## src/rtl/vector_reverse_seq.sv

```systemverilog
// Multi-cycle bit-order reverser: dout[i] = din[WIDTH-1-i], moving CHUNK bits per BUSY cycle.
// Valid/ready handshakes on both sides; abort cancels the word in flight.
module vector_reverse_seq #(
    parameter int WIDTH = 100,
    parameter int CHUNK = 4
) (
    input  logic             clk,
    input  logic             areset_n,
    input  logic             in_valid,
    output logic             in_ready,
    input  logic [WIDTH-1:0] din,
    input  logic             abort,
    output logic             out_valid,
    input  logic             out_ready,
    output logic [WIDTH-1:0] dout,
    output logic             busy
);

    if ((CHUNK < 1) || (WIDTH % CHUNK != 0)) begin : g_chunk_check
        $error("vector_reverse_seq: WIDTH must be a multiple of CHUNK");
    end

    localparam int N    = WIDTH / CHUNK;
    localparam int CNTW = $clog2(N + 1);
    localparam logic [CNTW-1:0] LAST = CNTW'(N - 1);

    typedef enum logic [1:0] {
        IDLE,
        BUSY,
        DONE
    } state_t;

    state_t           state;
    logic [WIDTH-1:0] src;
    logic [CNTW-1:0]  cnt;
    logic [WIDTH-1:0] dout_nxt;

    // Each dout bit has exactly one source bit; it is loaded on the cycle its chunk index matches cnt.
    for (genvar k = 0; k < WIDTH; k++) begin : g_bit
        localparam logic [CNTW-1:0] CIDX = CNTW'(k / CHUNK);
        assign dout_nxt[WIDTH-1-k] = (cnt == CIDX) ? src[k] : dout[WIDTH-1-k];
    end

    always_ff @(posedge clk or negedge areset_n) begin
        if (!areset_n) begin
            state     <= IDLE;
            in_ready  <= 1'b1;
            out_valid <= 1'b0;
            busy      <= 1'b0;
            dout      <= '0;
            src       <= '0;
            cnt       <= '0;
        end else begin
            case (state)
                IDLE: begin
                    if (in_valid) begin
                        src      <= din;
                        cnt      <= '0;
                        state    <= BUSY;
                        in_ready <= 1'b0;
                        busy     <= 1'b1;
                    end
                end
                BUSY: begin
                    if (abort) begin
                        state    <= IDLE;
                        cnt      <= '0;
                        in_ready <= 1'b1;
                        busy     <= 1'b0;
                    end else begin
                        dout <= dout_nxt;
                        cnt  <= cnt + 1'b1;
                        if (cnt == LAST) begin
                            state     <= DONE;
                            busy      <= 1'b0;
                            out_valid <= 1'b1;
                        end
                    end
                end
                DONE: begin
                    // abort outranks the output handshake; both return to IDLE
                    if (abort || out_ready) begin
                        state     <= IDLE;
                        out_valid <= 1'b0;
                        in_ready  <= 1'b1;
                        if (abort) begin
                            cnt <= '0;
                        end
                    end
                end
                default: begin
                    state     <= IDLE;
                    in_ready  <= 1'b1;
                    out_valid <= 1'b0;
                    busy      <= 1'b0;
                    cnt       <= '0;
                end
            endcase
        end
    end

endmodule

```

## config.mk

```make
export PLATFORM = sky130hd
export DESIGN_NAME = vector_reverse_seq
export DESIGN_NICKNAME = d
export VERILOG_FILES = /design/src/rtl/vector_reverse_seq.sv
export SDC_FILE = /design/constraint.sdc
export NUM_CORES = 1
export LEC_CHECK = 0
export CORE_MARGIN = 2
export CORE_UTILIZATION = 46
export CTS_BUF_LIST = sky130_fd_sc_hd__clkbuf_4 sky130_fd_sc_hd__clkbuf_8
export CTS_CLUSTER_SIZE = 8
export DETAILED_ROUTE_END_ITERATION = 8
export PLACE_DENSITY = 0.78
export SYNTH_ARGS = -nofsm -noshare
export SYNTH_HDL_FRONTEND = slang
export SYNTH_SLANG_ARGS = --single-unit
```

## constraint.sdc

```tcl
create_clock -name clk -period 1.81 [get_ports clk]
set_input_delay 0.362 -clock clk [delete_from_list [all_inputs] [get_ports clk]]
set_output_delay 0.362 -clock clk [all_outputs]
set_load 0.02 [all_outputs]
```

==> reports/metrics.yaml <==
dr_total_vias: 5204
fmaxAchievable_ghz: 0.5576
largest_net_degree_at_the_start_of_global_routing: 53
total_die_area_sq_um: 19730
run_status: "completed"
area_growth_from_synthesis_to_final_layout_pct: 38.64
viasPerCell: 5.018
antenna_violations_before_repair: 0
worstSetupPathType: "reg -> reg"
reg_to_reg_critical_path_endpoint: "dout[2]"
port_buffers: 207
path_cells: "inv_1 -> ha_2 -> nand4b_1 -> nor3b_4 -> mux2_2"
pre_cts_worst_setup_slack_ns: -0.3381
worstSetupEndpointType: "register"
grt.overflow.total: 0
design.final.nets: 894
seq_power_share_pct: 46.5
number_of_clock_sinks_seen_by_cts: 210
detail_route.drc_violations: 0
worst_pin_slew_ns: 0.5109
cts-root-to-sink-buffers: 3
final-max-slew-violation-count: 0
critPathCapture: "dout[2]"
ctsHtreeMaxLevel: 2
groute.usage.overall_pct: 19.94
number_of_gates_on_the_worst_path_with_buffers_counted: 5
grt_pass1_vias: 5859
worst_hold_margin_ns: 0.3846
grt_pass1_wl_mm: 31.08
ff2ff_setup_slack_ns: 0.02
timing.hold.worst.class: "in -> async"
clock_power_share_pct: 37.8
maxCapViolCount: 0
antenna_cells_inserted: 0
register_bit_total_from_synthesis: 210
yosys.cell_count.top_type: "sky130_fd_sc_hd__dfrtp_1"
initial_core_util_pct: 47.35
worstSetupStartpointType: "register"
antenna_violating_nets_post_route: 0
p_switching_mw: 3.061
syn_area_sq_um: 8564
detailedRoute.firstIterationViolations: 140
p_leak_nw: 5.855
clock_tree_from_tritoncts: "built"
sequential_to_total_area_share_from_yosys_stat_pct: 61.37
clock_slew_at_reported_path_ffs_ns: 0.06
final_period_utilization_pct: 99.07
share_comb_of_total_power_pct: 15.8
worst_path_top_cell_family_by_delay: "simple AND/OR/NAND/NOR gates"
intPower_mw: 9.322
hpwlAfterDp_mm: 13.87
cts.root.buffer_cell: "sky130_fd_sc_hd__clkbuf_8"
fin_total_pwr_mw: 12.38
drt-wirelength-per-cell_um: 18.75
synth_area_per_cell_sq_um: 16.47
layout-drive-gt1-share_pct: 41.34
die-width_um: 140.5
power_density_nw_per_um2: 1043
dominantRegCellSynth: "sky130_fd_sc_hd__dfrtp_1"
async_flop_share_pct: 100.0
placement_rows: 49
cp_max_stage_cell: "sky130_fd_sc_hd__dfrtp_1"
finalWorstPathRequiredPeriod_ns: 1.793
startpoint: "cnt[1]"
worstPathBufferInverterCount: 1
cts-buffers-inserted: 37
post-route-worst-setup-slack_ns: 0.01675
drt_wl_total_mm: 19.45
core_region_area_sq_um: 18090
number_of_filler_cells_placed_in_the_layout: 1301
boundaryPins: 208
post_synth_inst_count: 520
synth-warning-count: 0
reg2reg_depth: 5
synth.top_cells.by_count: "209 x sky130_fd_sc_hd__dfrtp_1, 156 x sky130_fd_sc_hd__mux2_2, 44 x sky130_fd_sc_hd__mux2_4"
p_sw_share_pct: 24.72
reg2reg_from: "cnt[1]"
replace_congestion: 0.8057
clock_latency_ns: 0.52
critical_path.max_fanout: 5
floorplan.die.height_um: 140.5
mappedNetlistNets: 630
synth_edf_count: 0
skew_ns: 0.02399
largest_cells_by_area_after_synthesis: "sky130_fd_sc_hd__dfrtp_1 61%, sky130_fd_sc_hd__mux2_2 21%, sky130_fd_sc_hd__mux2_4 7.7%"
max_slew_margin_pct: 65.94
post-synth-top-area-fraction_pct: 61.07
crit_required_ns: 2.21
crit_arrival_ns: 2.19
setup_viol_count_final: 0
cp_slowest_stage_delay_ns: 0.42
yosysTopAreaCell: "sky130_fd_sc_hd__dfrtp_1"
firstDrtPassIters: 4
cell_variety_after_synth: 36
final_hold_viol_count: 0
worst_ir_drop_vdd_uv: 673.5
## worst min path at each step
stage | to | slack (ns) | cells past startpoint
after detailed placement | dout[70] | 0.37 | 1
after global routing | dout[70] | 0.43 | 2
after global placement | dout[73] | 0.37 | 1
after CTS | dout[70] | 0.39 | 2
after floorplan | busy | 0.07 | 0
final | dout[70] | 0.38 | 2
## cell usage in the layout, fill, tap and decap left out, types with 2 or more instances in the layout
cell type and n:
sky130_fd_sc_hd__nand3_1 2, sky130_fd_sc_hd__nor3b_1 4, sky130_fd_sc_hd__clkbuf_8 52, sky130_fd_sc_hd__inv_1 5
sky130_fd_sc_hd__nor2b_1 3, sky130_fd_sc_hd__dfrtp_2 2, sky130_fd_sc_hd__buf_4 36, sky130_fd_sc_hd__nand3_4 7
sky130_fd_sc_hd__a22o_1 2, sky130_fd_sc_hd__nor3b_4 4, sky130_fd_sc_hd__and2_1 2, sky130_fd_sc_hd__clkdlybuf4s50_1 103
sky130_fd_sc_hd__dlygate4sd2_1 102, sky130_fd_sc_hd__a21oi_1 6, sky130_fd_sc_hd__nand2_1 6, sky130_fd_sc_hd__clkbuf_4 10
sky130_fd_sc_hd__buf_12 9, sky130_fd_sc_hd__and3_2 3, sky130_fd_sc_hd__ha_1 4, sky130_fd_sc_hd__nand3_2 4
sky130_fd_sc_hd__mux2_4 44, sky130_fd_sc_hd__dfrtp_1 207, sky130_fd_sc_hd__nor2_1 4, sky130_fd_sc_hd__o21ai_0 4
sky130_fd_sc_hd__mux2_2 156, sky130_fd_sc_hd__and3_1 8
## cell type report
type / count / area (sq um) / share of cell area, %
inverter: 5 / 18.77 / 0.1581
clock buffer: 61 / 777.0 / 6.544
sequential: 210 / 5259 / 44.29
clock inverter: 2 / 37.54 / 0.3161
multi-input combinational: 277 / 3087 / 26.00
tap: 229 / 286.5 / 2.413
timing repair buffer: 253 / 2409 / 20.28
## worst register-to-register path, cell delays in order (launching register included)
cell and delay (ns):
sky130_fd_sc_hd__dfrtp_1 0.42, sky130_fd_sc_hd__inv_1 0.11, sky130_fd_sc_hd__ha_2 0.20, sky130_fd_sc_hd__nand4b_1 0.20
sky130_fd_sc_hd__nor3b_4 0.36, sky130_fd_sc_hd__mux2_2 0.38
## layer usage
metal  routed length, um  global-route usage, %  part of all wire [%]
met1                8134                  24.87                    42
met2                9536                  33.80                    49
met3                1451                  6.222                   7.5
met4                 324                  5.579                   1.7
met5                   0                      0                     0
## power groups by stage
stage | Sequential (mW) | Combinational [mW] | Clock, mW
floorplan | 5.94 | 0.911 | 0
global placement | 5.79 | 2.02 | 0
detailed placement | 5.85 | 2.09 | 0
CTS | 5.76 | 1.98 | 4.80
global route | 5.84 | 2.10 | 5.01
finish | 5.75 | 1.95 | 4.68
## timing repair
action,4_1_cts,5_1_grt
setup endpoints to repair,177,96
setup buffers,0,3
gates resized for setup,105,6
hold endpoints to repair,43,0
hold buffers,1,0
pin swaps,0,2
## flip-flops by register name, indices dropped and copies added (netlist names)
| register | cells |
|---|---|
| busy | 1 |
| cnt | 5 |
| dout | 100 |
| in_ready | 1 |
| out_valid | 1 |
| src | 100 |
| state | 2 |
## per-stage QoR
step            TNS, ns  util [%]  cell area (sq um)  cells
4_1_cts               0     65.47              11840   1034
3_5_place_dp     -44.97     61.58              11140    970
5_1_grt        -0.04077     65.65              11870   1037
2_1_floorplan         0         -               8567    520
6_report              0     65.65              11870   1037
3_3_place_gp     -37.52     61.58              11140    970
## cells by family (layout without fill, tap and decap cells)
| family | after synthesis | after routing | share of synthesized area (%) |
|---|---|---|---|
| flip-flops | 210 | 210 | 61.37 |
| AO/OA/AOI/OAI | 14 | 14 | 0.9643 |
| XOR/XNOR | 2 | 2 | 0.2046 |
| buffers and inverters | 33 | 321 | 2.849 |
| AND/OR/NAND/NOR | 56 | 56 | 5.654 |
| multiplexers | 200 | 200 | 28.22 |
| adder cells (fa/ha/maj) | 5 | 5 | 0.7305 |
(Power assumes the default switching activity.)
